<file path="config.mk">
export PLATFORM = sky130hd
export DESIGN_NAME = sm83_mcycle_seq_flat
export DESIGN_NICKNAME = d
export VERILOG_FILES = /design/src/rtl/sm83_mcycle_seq_if.sv /design/src/rtl/sm83_mcycle_seq.sv /design/src/flat_wrapper.sv
export SDC_FILE = /design/constraint.sdc
export NUM_CORES = 1
export LEC_CHECK = 0
export ABC_AREA = 0
export CORE_MARGIN = 1.5
export CORE_UTILIZATION = 45
export CTS_CLUSTER_SIZE = 14
export DETAILED_ROUTE_END_ITERATION = 8
export PLACE_DENSITY = 0.81
export SLEW_MARGIN = 20
export SYNTH_ARGS = -nofsm -noshare
export SYNTH_HDL_FRONTEND = slang
export SYNTH_SLANG_ARGS = --single-unit
</file>
<file path="constraint.sdc">
create_clock -name clk -period 4.25 [get_ports clk]
set_clock_uncertainty 0.2 [all_clocks]
set_input_delay 0.85 -clock clk [delete_from_list [all_inputs] [get_ports clk]]
set_output_delay 0.85 -clock clk [all_outputs]
set_load 0.02 [all_outputs]
</file>
<file path="src/rtl/sm83_mcycle_seq_if.sv">
`default_nettype none
// ============================================================================
// Module  : sm83_mcycle_seq_if
// Purpose : Signal bundle between the decoder/core and the M-cycle
//           sequencer.
//   master : core side. Drives the decode and status inputs and receives
//            the sequencing outputs.
//   slave  : sequencer side.
//   Signals:
//     dec_len, dec_prefix, dec_halt, cond_fail, irq_pending, mem_ready
//       : core -> sequencer
//     fetch_cycle, prefix_cycle, execute_cycle, mcyc_idx, tstate, m_start,
//     m_end, halted, len_err, pc_inhibit
//       : sequencer -> core
//   MC_W and T_W must match the widths used by the sequencer instance.
// Revision: 1.0 - initial release
// ============================================================================
interface sm83_mcycle_seq_if #(
   parameter int MC_W = 3,
   parameter int T_W  = 2
);
   logic [MC_W-1:0] dec_len;
   logic            dec_prefix;
   logic            dec_halt;
   logic            cond_fail;
   logic            irq_pending;
   logic            mem_ready;

   logic            fetch_cycle;
   logic            prefix_cycle;
   logic            execute_cycle;
   logic [MC_W-1:0] mcyc_idx;
   logic [T_W-1:0]  tstate;
   logic            m_start;
   logic            m_end;
   logic            halted;
   logic            len_err;
   logic            pc_inhibit;

   modport master (
      output dec_len, dec_prefix, dec_halt, cond_fail, irq_pending, mem_ready,
      input  fetch_cycle, prefix_cycle, execute_cycle, mcyc_idx, tstate,
             m_start, m_end, halted, len_err, pc_inhibit
   );

   modport slave (
      input  dec_len, dec_prefix, dec_halt, cond_fail, irq_pending, mem_ready,
      output fetch_cycle, prefix_cycle, execute_cycle, mcyc_idx, tstate,
             m_start, m_end, halted, len_err, pc_inhibit
   );
endinterface
`default_nettype wire

</file>
<file path="src/rtl/sm83_mcycle_seq.sv">
`default_nettype none
// ============================================================================
// Module  : sm83_mcycle_seq
// Purpose : M-cycle / T-state sequencer for the SM83 core. It counts
//           T-states inside each M-cycle and steps through the fetch,
//           CB-prefix fetch, multi-cycle execute and HALT states. It also
//           stretches M-cycles on memory wait-states.
// Ports   :
//   clk    : core clock
//   rst_n  : asynchronous active-low reset
//   bus    : sm83_mcycle_seq_if.slave. It carries the decode and status
//            inputs and the cycle-control outputs.
// Config  : define SM83_HALT_BUG_EN to model the HALT bug. A HALT decoded
//           while an interrupt is already pending then raises pc_inhibit
//           for the following fetch M-cycle. Without the macro, pc_inhibit
//           is tied to 0.
// Revision: 1.0 - initial release
// ============================================================================
module sm83_mcycle_seq #(
   parameter int TCYC_PER_M = 4,
   parameter int MAX_MCYC   = 6,
   parameter int MC_W       = $clog2(MAX_MCYC + 1),
   parameter int T_W        = (TCYC_PER_M > 1) ? $clog2(TCYC_PER_M) : 1
) (
   input  wire logic          clk,
   input  wire logic          rst_n,
   sm83_mcycle_seq_if.slave   bus
);

   localparam logic [1:0]      c_FETCH  = 2'd0;
   localparam logic [1:0]      c_PFETCH = 2'd1;
   localparam logic [1:0]      c_EXEC   = 2'd2;
   localparam logic [1:0]      c_HALT   = 2'd3;

   localparam logic [T_W-1:0]  c_T_LAST = T_W'(TCYC_PER_M - 1);
   localparam logic [MC_W-1:0] c_MAX    = MC_W'(MAX_MCYC);

   logic [1:0]      r_state;
   logic [T_W-1:0]  r_tstate;
   logic [MC_W-1:0] r_idx;
   logic [MC_W-1:0] r_len;

   logic [1:0]      w_state_nx;
   logic [MC_W-1:0] w_idx_nx;
   logic [MC_W-1:0] w_len_nx;
   logic            w_last_t;
   logic            w_m_end;
   logic            w_len_over;
   logic [MC_W-1:0] w_len_sat;
   logic            w_halt_bug;

   // The last T-state only completes when the bus is ready. Otherwise the
   // whole M-cycle is stretched.
   assign w_last_t   = (r_tstate == c_T_LAST);
   assign w_m_end    = w_last_t & bus.mem_ready;
   assign w_len_over = (bus.dec_len > c_MAX);
   assign w_len_sat  = w_len_over ? c_MAX : bus.dec_len;

   always_ff @(posedge clk or negedge rst_n) begin
      if (!rst_n) begin
         r_tstate <= '0;
      end else if (w_m_end) begin
         r_tstate <= '0;
      end else if (!w_last_t) begin
         r_tstate <= r_tstate + T_W'(1);
      end
   end

   // Next-state decode. Every transition is gated by the M-cycle boundary.
   always_comb begin
      w_state_nx = r_state;
      w_idx_nx   = r_idx;
      w_len_nx   = r_len;
      w_halt_bug = 1'b0;
      if (w_m_end) begin
         case (r_state)
            c_FETCH, c_PFETCH: begin
               // A CB second byte can neither chain another prefix nor halt.
               if ((r_state == c_FETCH) && bus.dec_halt && !bus.irq_pending) begin
                  w_state_nx = c_HALT;
               end else if ((r_state == c_FETCH) && bus.dec_halt) begin
                  w_state_nx = c_FETCH;
                  w_halt_bug = 1'b1;
               end else if ((r_state == c_FETCH) && bus.dec_prefix) begin
                  w_state_nx = c_PFETCH;
               end else if (bus.dec_len == '0) begin
                  w_state_nx = c_FETCH;
               end else begin
                  w_state_nx = c_EXEC;
                  w_idx_nx   = MC_W'(1);
                  w_len_nx   = w_len_sat;
               end
            end
            c_EXEC: begin
               if ((r_idx == r_len) || bus.cond_fail) begin
                  w_state_nx = c_FETCH;
                  w_idx_nx   = '0;
               end else begin
                  w_idx_nx   = r_idx + MC_W'(1);
               end
            end
            default: begin
               if (bus.irq_pending) begin
                  w_state_nx = c_FETCH;
               end
            end
         endcase
      end
   end

   always_ff @(posedge clk or negedge rst_n) begin
      if (!rst_n) begin
         r_state <= c_FETCH;
         r_idx   <= '0;
         r_len   <= '0;
      end else begin
         r_state <= w_state_nx;
         r_idx   <= w_idx_nx;
         r_len   <= w_len_nx;
      end
   end

`ifdef SM83_HALT_BUG_EN
   logic r_pc_inhibit;

   // Set for exactly the fetch M-cycle that follows the HALT. It is
   // reloaded at that M-cycle's end, so it clears unless re-triggered.
   always_ff @(posedge clk or negedge rst_n) begin
      if (!rst_n) begin
         r_pc_inhibit <= 1'b0;
      end else if (w_m_end) begin
         r_pc_inhibit <= w_halt_bug;
      end
   end

   assign bus.pc_inhibit = r_pc_inhibit;
`else
   logic w_halt_bug_unused;
   assign w_halt_bug_unused = w_halt_bug;
   assign bus.pc_inhibit    = 1'b0;
`endif

   assign bus.fetch_cycle   = (r_state == c_FETCH) || (r_state == c_PFETCH);
   assign bus.prefix_cycle  = (r_state == c_PFETCH);
   assign bus.execute_cycle = (r_state == c_EXEC);
   assign bus.halted        = (r_state == c_HALT);
   assign bus.mcyc_idx      = r_idx;
   assign bus.tstate        = r_tstate;
   assign bus.m_start       = (r_tstate == '0);
   assign bus.m_end         = w_m_end;
   assign bus.len_err       = w_m_end && w_len_over &&
                              ((r_state == c_FETCH) || (r_state == c_PFETCH));

endmodule
`default_nettype wire

</file>
<file path="src/flat_wrapper.sv">
// flat-port wrapper written by rule: the top's interface ports become plain ports
module sm83_mcycle_seq_flat 
#(
   parameter int TCYC_PER_M = 4,
   parameter int MAX_MCYC   = 6,
   parameter int MC_W       = $clog2(MAX_MCYC + 1),
   parameter int T_W        = (TCYC_PER_M > 1) ? $clog2(TCYC_PER_M) : 1
)
  (clk, rst_n, bus_dec_len, bus_dec_prefix, bus_dec_halt, bus_cond_fail, bus_irq_pending, bus_mem_ready, bus_fetch_cycle, bus_prefix_cycle, bus_execute_cycle, bus_mcyc_idx, bus_tstate, bus_m_start, bus_m_end, bus_halted, bus_len_err, bus_pc_inhibit);
  sm83_mcycle_seq_if #(.MC_W(MC_W), .T_W(T_W)) bus_i ();
  input  wire logic clk;
  input  wire logic rst_n;
  input wire logic [$bits(bus_i.dec_len)-1:0] bus_dec_len;
  input wire logic [$bits(bus_i.dec_prefix)-1:0] bus_dec_prefix;
  input wire logic [$bits(bus_i.dec_halt)-1:0] bus_dec_halt;
  input wire logic [$bits(bus_i.cond_fail)-1:0] bus_cond_fail;
  input wire logic [$bits(bus_i.irq_pending)-1:0] bus_irq_pending;
  input wire logic [$bits(bus_i.mem_ready)-1:0] bus_mem_ready;
  output wire logic [$bits(bus_i.fetch_cycle)-1:0] bus_fetch_cycle;
  output wire logic [$bits(bus_i.prefix_cycle)-1:0] bus_prefix_cycle;
  output wire logic [$bits(bus_i.execute_cycle)-1:0] bus_execute_cycle;
  output wire logic [$bits(bus_i.mcyc_idx)-1:0] bus_mcyc_idx;
  output wire logic [$bits(bus_i.tstate)-1:0] bus_tstate;
  output wire logic [$bits(bus_i.m_start)-1:0] bus_m_start;
  output wire logic [$bits(bus_i.m_end)-1:0] bus_m_end;
  output wire logic [$bits(bus_i.halted)-1:0] bus_halted;
  output wire logic [$bits(bus_i.len_err)-1:0] bus_len_err;
  output wire logic [$bits(bus_i.pc_inhibit)-1:0] bus_pc_inhibit;
  assign bus_i.dec_len = bus_dec_len;
  assign bus_i.dec_prefix = bus_dec_prefix;
  assign bus_i.dec_halt = bus_dec_halt;
  assign bus_i.cond_fail = bus_cond_fail;
  assign bus_i.irq_pending = bus_irq_pending;
  assign bus_i.mem_ready = bus_mem_ready;
  assign bus_fetch_cycle = bus_i.fetch_cycle;
  assign bus_prefix_cycle = bus_i.prefix_cycle;
  assign bus_execute_cycle = bus_i.execute_cycle;
  assign bus_mcyc_idx = bus_i.mcyc_idx;
  assign bus_tstate = bus_i.tstate;
  assign bus_m_start = bus_i.m_start;
  assign bus_m_end = bus_i.m_end;
  assign bus_halted = bus_i.halted;
  assign bus_len_err = bus_i.len_err;
  assign bus_pc_inhibit = bus_i.pc_inhibit;
  sm83_mcycle_seq #(.TCYC_PER_M(TCYC_PER_M), .MAX_MCYC(MAX_MCYC), .MC_W(MC_W), .T_W(T_W)) u_core (.clk(clk), .rst_n(rst_n), .bus(bus_i));
endmodule
</file>
### Word-level counts from Yosys, hierarchy flattened

Index checks and enable logic that the tools add are counted.

| word-level totals | value |
|---|---|
| bits in registers | 10 |
| input port bits | 10 |
| output and inout port bits | 13 |
| logic and storage cells | 56 |

| operators by class | value |
|---|---|
| add/subtract/negate cells | 2 |
| $lt $le $gt $ge | 1 |
| equality and inequality tests | 11 |
| muxes and demuxes | 16 |
| bitwise operators | 5 |
| reductions and logical operators | 17 |

Operator list:

| kind | count |
|---|---|
| 2-to-1 mux 3 bit | 6 |
| 2-to-1 mux 2 bit | 8 |
| AND reduction 6 bit | 2 |
| != test 2 bit (second input constant) | 5 |
| equality test 2 bit (second input constant) | 3 |
| one-hot mux 3 bit (2 select lines) | 1 |
| logical AND 1 bit | 5 |
| logical NOT 2 bit | 2 |
| NOT 1 bit | 4 |
| one-hot mux 2 bit (2 select lines) | 1 |
| adder 3 x 1 -> 3 bit (second input constant) | 1 |
| equality test 3 bit | 1 |
| greater-than comparator 3 bit (second input constant) | 1 |
| logical NOT 3 bit | 1 |
| AND reduction 3 bit | 1 |
| nonzero test 3 bit | 1 |
| adder 2 x 1 -> 2 bit (second input constant) | 1 |
| equality test 2 x 1 -> 1 bit (second input constant) | 1 |
| logical OR 1 bit | 2 |
| != test 2 x 1 -> 1 bit (second input constant) | 1 |
| nonzero test 2 bit | 1 |
| OR reduction 2 bit | 1 |
| AND 1 bit | 1 |
| logical NOT 1 bit | 1 |

### Logic depth before layout (Yosys ltp)

Gate-level depths: netlist (run 1).

| depth | value |
|---|---|
| depth after elaboration | 6 |
| depth in mapped cells | 5 |

### Worst setup path after synthesis (run 1)

OpenSTA, ideal clock, no wires.

| path | value |
|---|---|
| kind | input-to-output |
| start point | in bus_mem_ready |
| end point | out bus_len_err |
| arrival | 1451 ps |
| required time | 3200 ps |
| path slack | 1749 ps |
| stages on the path | 3 |
| path buffers | 0 |
| path through | nand2_1 -> nor2_1 -> and4_1 |

| between the ends | value |
|---|---|
| cells in the longest elaborated chain, start to end | 3 |

Ends and longest elaborated chain:

| element | RTL line | RTL |
|---|---|---|
| start: declaration | flat_wrapper.sv:18 | `input wire logic [$bits(bus_i.mem_ready)-1:0] bus_mem_ready;` |
| AND 1 bit | sm83_mcycle_seq.sv:55 | `assign w_m_end = w_last_t & bus.mem_ready;` |
| logical AND 1 bit (2 in series) | sm83_mcycle_seq.sv:151 | `assign bus.len_err = w_m_end && w_len_over &&` |
| end: declaration | flat_wrapper.sv:27 | `output wire logic [$bits(bus_i.len_err)-1:0] bus_len_err;` |

Every way passes these cells.

### Worst setup path after layout (run 1)

Same ends and word-level chain as after synthesis.

==> results of run 1 <==
[cell type report]
| cell class | instances | area, sq um | area share [%] |
|---|---|---|---|
| Clock buffer | 3 | 22.52 | 2.635 |
| Sequential cell | 10 | 250.2 | 29.28 |
| Multi-Input combinational cell | 45 | 326.6 | 38.21 |
| Inverter | 7 | 26.28 | 3.075 |
| Timing Repair Buffer | 21 | 210.2 | 24.60 |
| Tap cell | 15 | 18.77 | 2.196 |
[cell families (layout without fill, tap and decap cells)]
family,Yosys count,count (layout)
compound gates,18,18
xor+xnor,3,3
fa+ha+maj,3,3
buf+inv,10,31
flops,10,10
mux,4,4
other cells,1,1
simple gates,16,16
[worst max path at each step]
stage | depth (start not counted) | slack (ns) | start | end
finish | 5 | 0.67 | bus_mem_ready | bus_len_err
global route | 5 | 0.54 | bus_mem_ready | bus_len_err
CTS | 5 | 0.66 | bus_mem_ready | bus_len_err
detailed placement | 5 | 0.66 | bus_mem_ready | bus_len_err
global placement | 5 | 0.72 | bus_mem_ready | bus_len_err
floorplan | 3 | 1.75 | bus_mem_ready | bus_len_err
[cell usage after synthesis]
cell type	n	area (sq um)
nor3b_1	1	7.510
buf_4	2	15.01
a311o_1	1	10.01
xnor2_1	3	26.28
dfrtp_1	10	250.2
nand2_1	5	18.77
nand2b_4	1	13.76
o2bb2ai_1	2	17.52
mux2i_1	1	10.01
and4_1	1	8.760
a21oi_1	3	15.01
o32a_1	1	10.01
conb_1	1	3.750
o21ai_0	3	15.01
a21boi_0	1	7.510
ha_1	3	37.54
nor2_1	3	11.26
or3b_1	1	8.760
o221ai_1	1	8.760
nor2b_1	2	12.51
nor3_1	1	5.000
buf_6	1	11.26
o211ai_1	2	15.01
a311oi_1	1	8.760
inv_1	6	22.52
inv_2	1	3.750
nand2b_1	1	6.260
o21ai_1	3	15.01
mux2_2	3	33.78
[per-stage QoR]
stage | area (sq um) | utilization [%] | setup slack [ns] | instances | total power [mW]
floorplan | 629.4 | - | 1.749 | 65 | 0.4044
finish | 854.6 | 65.67 | 0.6726 | 101 | 0.5815
CTS | 854.6 | 65.67 | 0.6582 | 101 | 0.5869
global placement | 832.0 | 63.94 | 0.7187 | 98 | 0.5058
global route | 854.6 | 65.67 | 0.5382 | 101 | 0.6219
detailed placement | 832.0 | 63.94 | 0.6560 | 98 | 0.5185
[sequential cells by signal, summed over array words and instances, names as in the netlist]
| signal | count |
|---|---|
| u_core.bus.tstate | 2 |
| u_core.bus.mcyc_idx | 3 |
| u_core.r_state | 2 |
| u_core.r_len | 3 |
[per-layer routing]
| layer | track usage (%) | wire (um) |
|---|---|---|
| met5 | 0 | 0 |
| met4 | 10.00 | 27 |
| met3 | 5.000 | 60 |
| met2 | 28.97 | 638 |
| met1 | 22.41 | 566 |
[power by group]
group          switching (mW)  total (mW)  internal (mW)
sequential             0.0597       0.198          0.138
combinational           0.153       0.316          0.163
clock                  0.0343      0.0671         0.0328
total                   0.247       0.581          0.334
==> flow_metrics.py, run 1 <==
metrics = {
    "outcome": {
        "status": "complete, no violations",
    },
    "critical_path": {
        "cp_top_family": "buffers and inverters",
        "critical_path_required_ns": 3.20,
        "cp_data_arrival_time_ns": 2.53,
        "reg2reg_slack_ns": 2.41,
        "cp_cell_sequence": "clkdlybuf4s50_1 > nand2_1 > nor2_1 > and4_1 > clkdlybuf4s50_1",
        "critPathBufInv": 2,
        "critPathMostFrequentCell": "clkdlybuf4s50_1",
        "ff2ff_path_depth": 4,
        "path_class": "input port to primary output",
        "endpoint_kind": "primary output",
        "max_stage_delay_ns": 0.60,
        "r2r-end": "u_core.bus.mcyc_idx[2]",
        "critPathMaxFanout": 7,
        "startpoint_type": "input port",
        "timing.rr.start": "u_core.r_state[1]",
        "cp_slowest_cell": "clkdlybuf4s50_1",
    },
    "layout": {
        "final_nets": 101,
        "area_delta_synth_final_pct": 35.79,
        "n_antenna_cell": 0,
        "final_common_cell": "clkdlybuf4s50_1",
        "drive_gt1_share_pct": 9.302,
        "final_cell_mix": "clkdlybuf4s50_1, dfrtp_1, inv_1",
        "fill_cells": 121,
    },
    "logic_synthesis": {
        "syn_area_per_cell_sq_um": 9.682,
        "synthXorXnorAreaFrac_pct": 4.175,
        "synth_seq_cells": 10,
        "synth-adder-area-share_pct": 5.964,
        "synth_compound_area_share_pct": 19.48,
        "yosysWarnings": 0,
        "syn_inst": 65,
        "syn-num-nets": 78,
        "synth-simple-area-share_pct": 14.71,
        "synth_top_family_by_area": "compound AO/OA/AOI/OAI gates",
        "synthDistinctLibCells": 29,
        "syn_area_sq_um": 629.4,
        "synth.area.mux_share_pct": 6.958,
        "synth.yosys.seq_area_share_pct": 39.76,
    },
    "route": {
        "post_drt_wl_per_cell_um": 12.78,
        "remaining_drc_errors": 0,
        "drtIter0Drc": 2,
        "first_pass_iters": 2,
        "wirelength_mm": 1.291,
        "postRouteAntennaNets": 0,
        "via_count": 540,
        "vias_per_cell": 5.347,
    },
    "clock_network": {
        "root_buffer": "clkbuf_4",
        "cts_tree": "yes",
        "clk_pin_slew_ns": 0.07,
        "cts_sinks": 10,
        "insertion_delay_ns": 0.28,
        "cts_buffer_depth": 2,
        "post_cts_buffers": 0,
        "cts_resized": 0,
        "hold_buffers": 0,
        "cts_buffers": 3,
        "htreeDepth": 1,
    },
    "power": {
        "p_leak_nw": 0.3692,
        "powerDensity_mw_per_mm2": 680.5,
        "ir_drop_mv": 0.3638,
    },
    "global_routing": {
        "grt_pass1_wl_mm": 1.918,
        "grt_util_all_layers_pct": 18.40,
        "antenna_found_initial": 0,
        "overflow": 0,
        "grt_pass1_vias": 449,
        "grt_max_degree": 11,
    },
    "sta": {
        "grt_setup_unrepaired": "no",
        "finalHoldViolCount": 0,
        "min_period_over_period_pct": 84.17,
        "fin_tns_setup_ns": 0,
        "drv_slew": 0,
        "setup-violations-final": 0,
        "fmax_mhz": 279.5,
        "whs_ns": 0.3330,
        "fin_crit_ns": 3.577,
    },
    "worst_hold_path": {
        "hold_path_class": "flop to flop",
        "min-delay-start": "u_core.bus.tstate[0]",
        "min_path_cells": 1,
        "hold_end": "u_core.bus.tstate[0]",
    },
    "placed_design": {
        "gp_congestion": 0.8208,
        "dp_hpwl_mm": 1.012,
        "port-buffer-count": 21,
    },
    "floorplanning": {
        "start_util_pct": 48.37,
        "die_y_um": 40.40,
        "die-area_sq_mm": 0.001632,
        "die_w_um": 40.40,
        "num_rows": 13,
        "fp.coreArea_sq_mm": 0.001301,
        "pin_count": 23,
    },
    "flow_run": {
        "cap_violations": 0,
    },
}
Note: power is estimated with default switching activity, not from simulation.
==> inputs of run 2 (changes only) <==
Settings changed: CORE_UTILIZATION 45 to 42, PLACE_DENSITY 0.81 to 0.76.
Clock period 4.25 ns to 3.35 ns, I/O delays scaled along.
==> run 2 against run 1 <==
Effect of this change: die area increased by 6.6%; clock-buffer cell count unchanged; global-route usage decreased by 1.7 points; cell area increased by 1.8%; core utilization decreased by 1.3 points; via count increased by 3.5%; clock power increased by 17%; combinational power increased by 30%; non-clock buffer count increased by 2; total power increased by 28%; register-to-register slack got worse by 0.87 ns; largest cell class unchanged; highest routed layer unchanged.
==> flow_metrics.py, run 2 (synthesis results as in run 1) <==
metrics = {
    "floorplanning": {
        "die_w_um": 41.71,
        "die_y_um": 41.71,
        "start_util_pct": 46.62,
        "fp.coreArea_sq_mm": 0.001350,
        "num_rows": 13,
        "die-area_sq_mm": 0.001740,
        "pin_count": 23,
    },
    "critical_path": {
        "critPathMostFrequentCell": "clkdlybuf4s50_1",
        "endpoint_kind": "primary output",
        "path_class": "input port to primary output",
        "cp_slowest_cell": "clkdlybuf4s50_1",
        "cp_cell_sequence": "clkdlybuf4s50_1 > nand2_1 > nor2_1 > and4_1 > clkdlybuf4s50_1",
        "critPathMaxFanout": 2,
        "critPathBufInv": 2,
        "cp_data_arrival_time_ns": 2.14,
        "cp_top_family": "buffers and inverters",
        "critical_path_required_ns": 2.48,
        "reg2reg_slack_ns": 1.54,
        "startpoint_type": "input port",
        "max_stage_delay_ns": 0.60,
    },
    "route": {
        "postRouteAntennaNets": 0,
        "post_drt_wl_per_cell_um": 12.63,
        "drtIter0Drc": 10,
        "vias_per_cell": 5.427,
        "wirelength_mm": 1.301,
        "remaining_drc_errors": 0,
        "first_pass_iters": 4,
        "via_count": 559,
    },
    "clock_network": {
        "clk_pin_slew_ns": 0.05,
        "hold_buffers": 0,
        "cts_buffer_depth": 2,
        "cts_tree": "yes",
        "post_cts_buffers": 0,
        "cts_sinks": 10,
        "htreeDepth": 1,
        "insertion_delay_ns": 0.26,
        "root_buffer": "clkbuf_4",
        "cts_resized": 0,
        "cts_buffers": 3,
    },
    "power": {
        "powerDensity_mw_per_mm2": 853.5,
        "ir_drop_mv": 0.5454,
        "p_leak_nw": 0.3789,
    },
    "global_routing": {
        "overflow": 0,
        "antenna_found_initial": 0,
        "grt_pass1_wl_mm": 2.152,
        "grt_max_degree": 11,
        "grt_util_all_layers_pct": 16.71,
        "grt_pass1_vias": 510,
    },
    "flow_run": {
        "cap_violations": 0,
    },
    "sta": {
        "whs_ns": 0.3408,
        "min_period_over_period_pct": 89.97,
        "setup-violations-final": 0,
        "fin_crit_ns": 3.014,
        "finalHoldViolCount": 0,
        "fin_tns_setup_ns": 0,
        "grt_setup_unrepaired": "no",
        "drv_slew": 0,
        "fmax_mhz": 331.8,
    },
    "placed_design": {
        "gp_congestion": 0.7631,
        "port-buffer-count": 21,
        "dp_hpwl_mm": 1.035,
    },
    "layout": {
        "n_antenna_cell": 0,
        "drive_gt1_share_pct": 11.36,
        "final_common_cell": "clkdlybuf4s50_1",
        "final_cell_mix": "clkdlybuf4s50_1, dfrtp_1, inv_1",
        "area_delta_synth_final_pct": 38.17,
        "final_nets": 103,
    },
    "worst_hold_path": {
        "hold_path_class": "flop to flop",
    },
    "outcome": {
        "status": "complete, no violations",
    },
}
-- run 2: changes by cell type in the layout (fill, tap and decap cells not counted), sizes merged --
cell / before / now
buf: 0 / 2
-- run 2: layout make-up --
| type | count | area (sq um) |
|---|---|---|
| multi-input cells | 45 | 326.6 |
| clock buffers | 3 | 22.52 |
| flip-flops and latches | 10 | 250.2 |
| inverters | 7 | 26.28 |
| repair buffers | 23 | 225.2 |
| well taps | 15 | 18.77 |
| fillers | 113 | 480.5 |
-- run 2: worst reg2reg max path, stage by stage (launching register included) --
cell and delay (ns):
dfrtp_1 0.58, nand2b_4 0.09, a311o_1 0.37, or3b_1 0.36
o2bb2ai_1 0.14
-- run 2: power by group --
| part | leakage, nW | internal, mW | switching (mW) |
|---|---|---|---|
| combinational | 0.241 | 0.214 | 0.196 |
| sequential | 0.124 | 0.176 | 0.0778 |
| clock | 0.0138 | 0.0413 | 0.0369 |
| total | 0.379 | 0.431 | 0.311 |
-- run 2: metal layers --
metal	part of all wire (%)	track usage, %
met4	1.8	5.806
met5	0	0
met2	46	27.81
met1	45	18.58
met3	6.8	7.826
-- run 2: final timing paths --
check / to / depth (start not counted) / startpoint
min in group asynchronous: u_core.bus.tstate[0] / 1 / rst_n
min: u_core.r_len[1] / 1 / u_core.r_len[1]
max in group asynchronous: u_core.bus.tstate[1] / 1 / rst_n
max reg2reg: u_core.bus.mcyc_idx[2] / 4 / u_core.r_state[1]
max: bus_len_err / 5 / bus_mem_ready
min reg2reg: u_core.r_len[1] / 1 / u_core.r_len[1]
-- run 2: per-stage QoR --
| stage | total power, mW | utilization [%] | area (sq um) | std cells | setup slack (ns) |
|---|---|---|---|---|---|
| 3_3_place_gp | 0.6522 | 62.74 | 847.1 | 100 | 0.3403 |
| 3_5_place_dp | 0.6660 | 62.74 | 847.1 | 100 | 0.3341 |
| 6_report | 0.7421 | 64.41 | 869.6 | 103 | 0.3361 |
| 5_1_grt | 0.8000 | 64.41 | 869.6 | 103 | 0.2680 |
| 2_1_floorplan | 0.5130 | - | 629.4 | 65 | 1.158 |
| 4_1_cts | 0.7473 | 64.41 | 869.6 | 103 | 0.3326 |
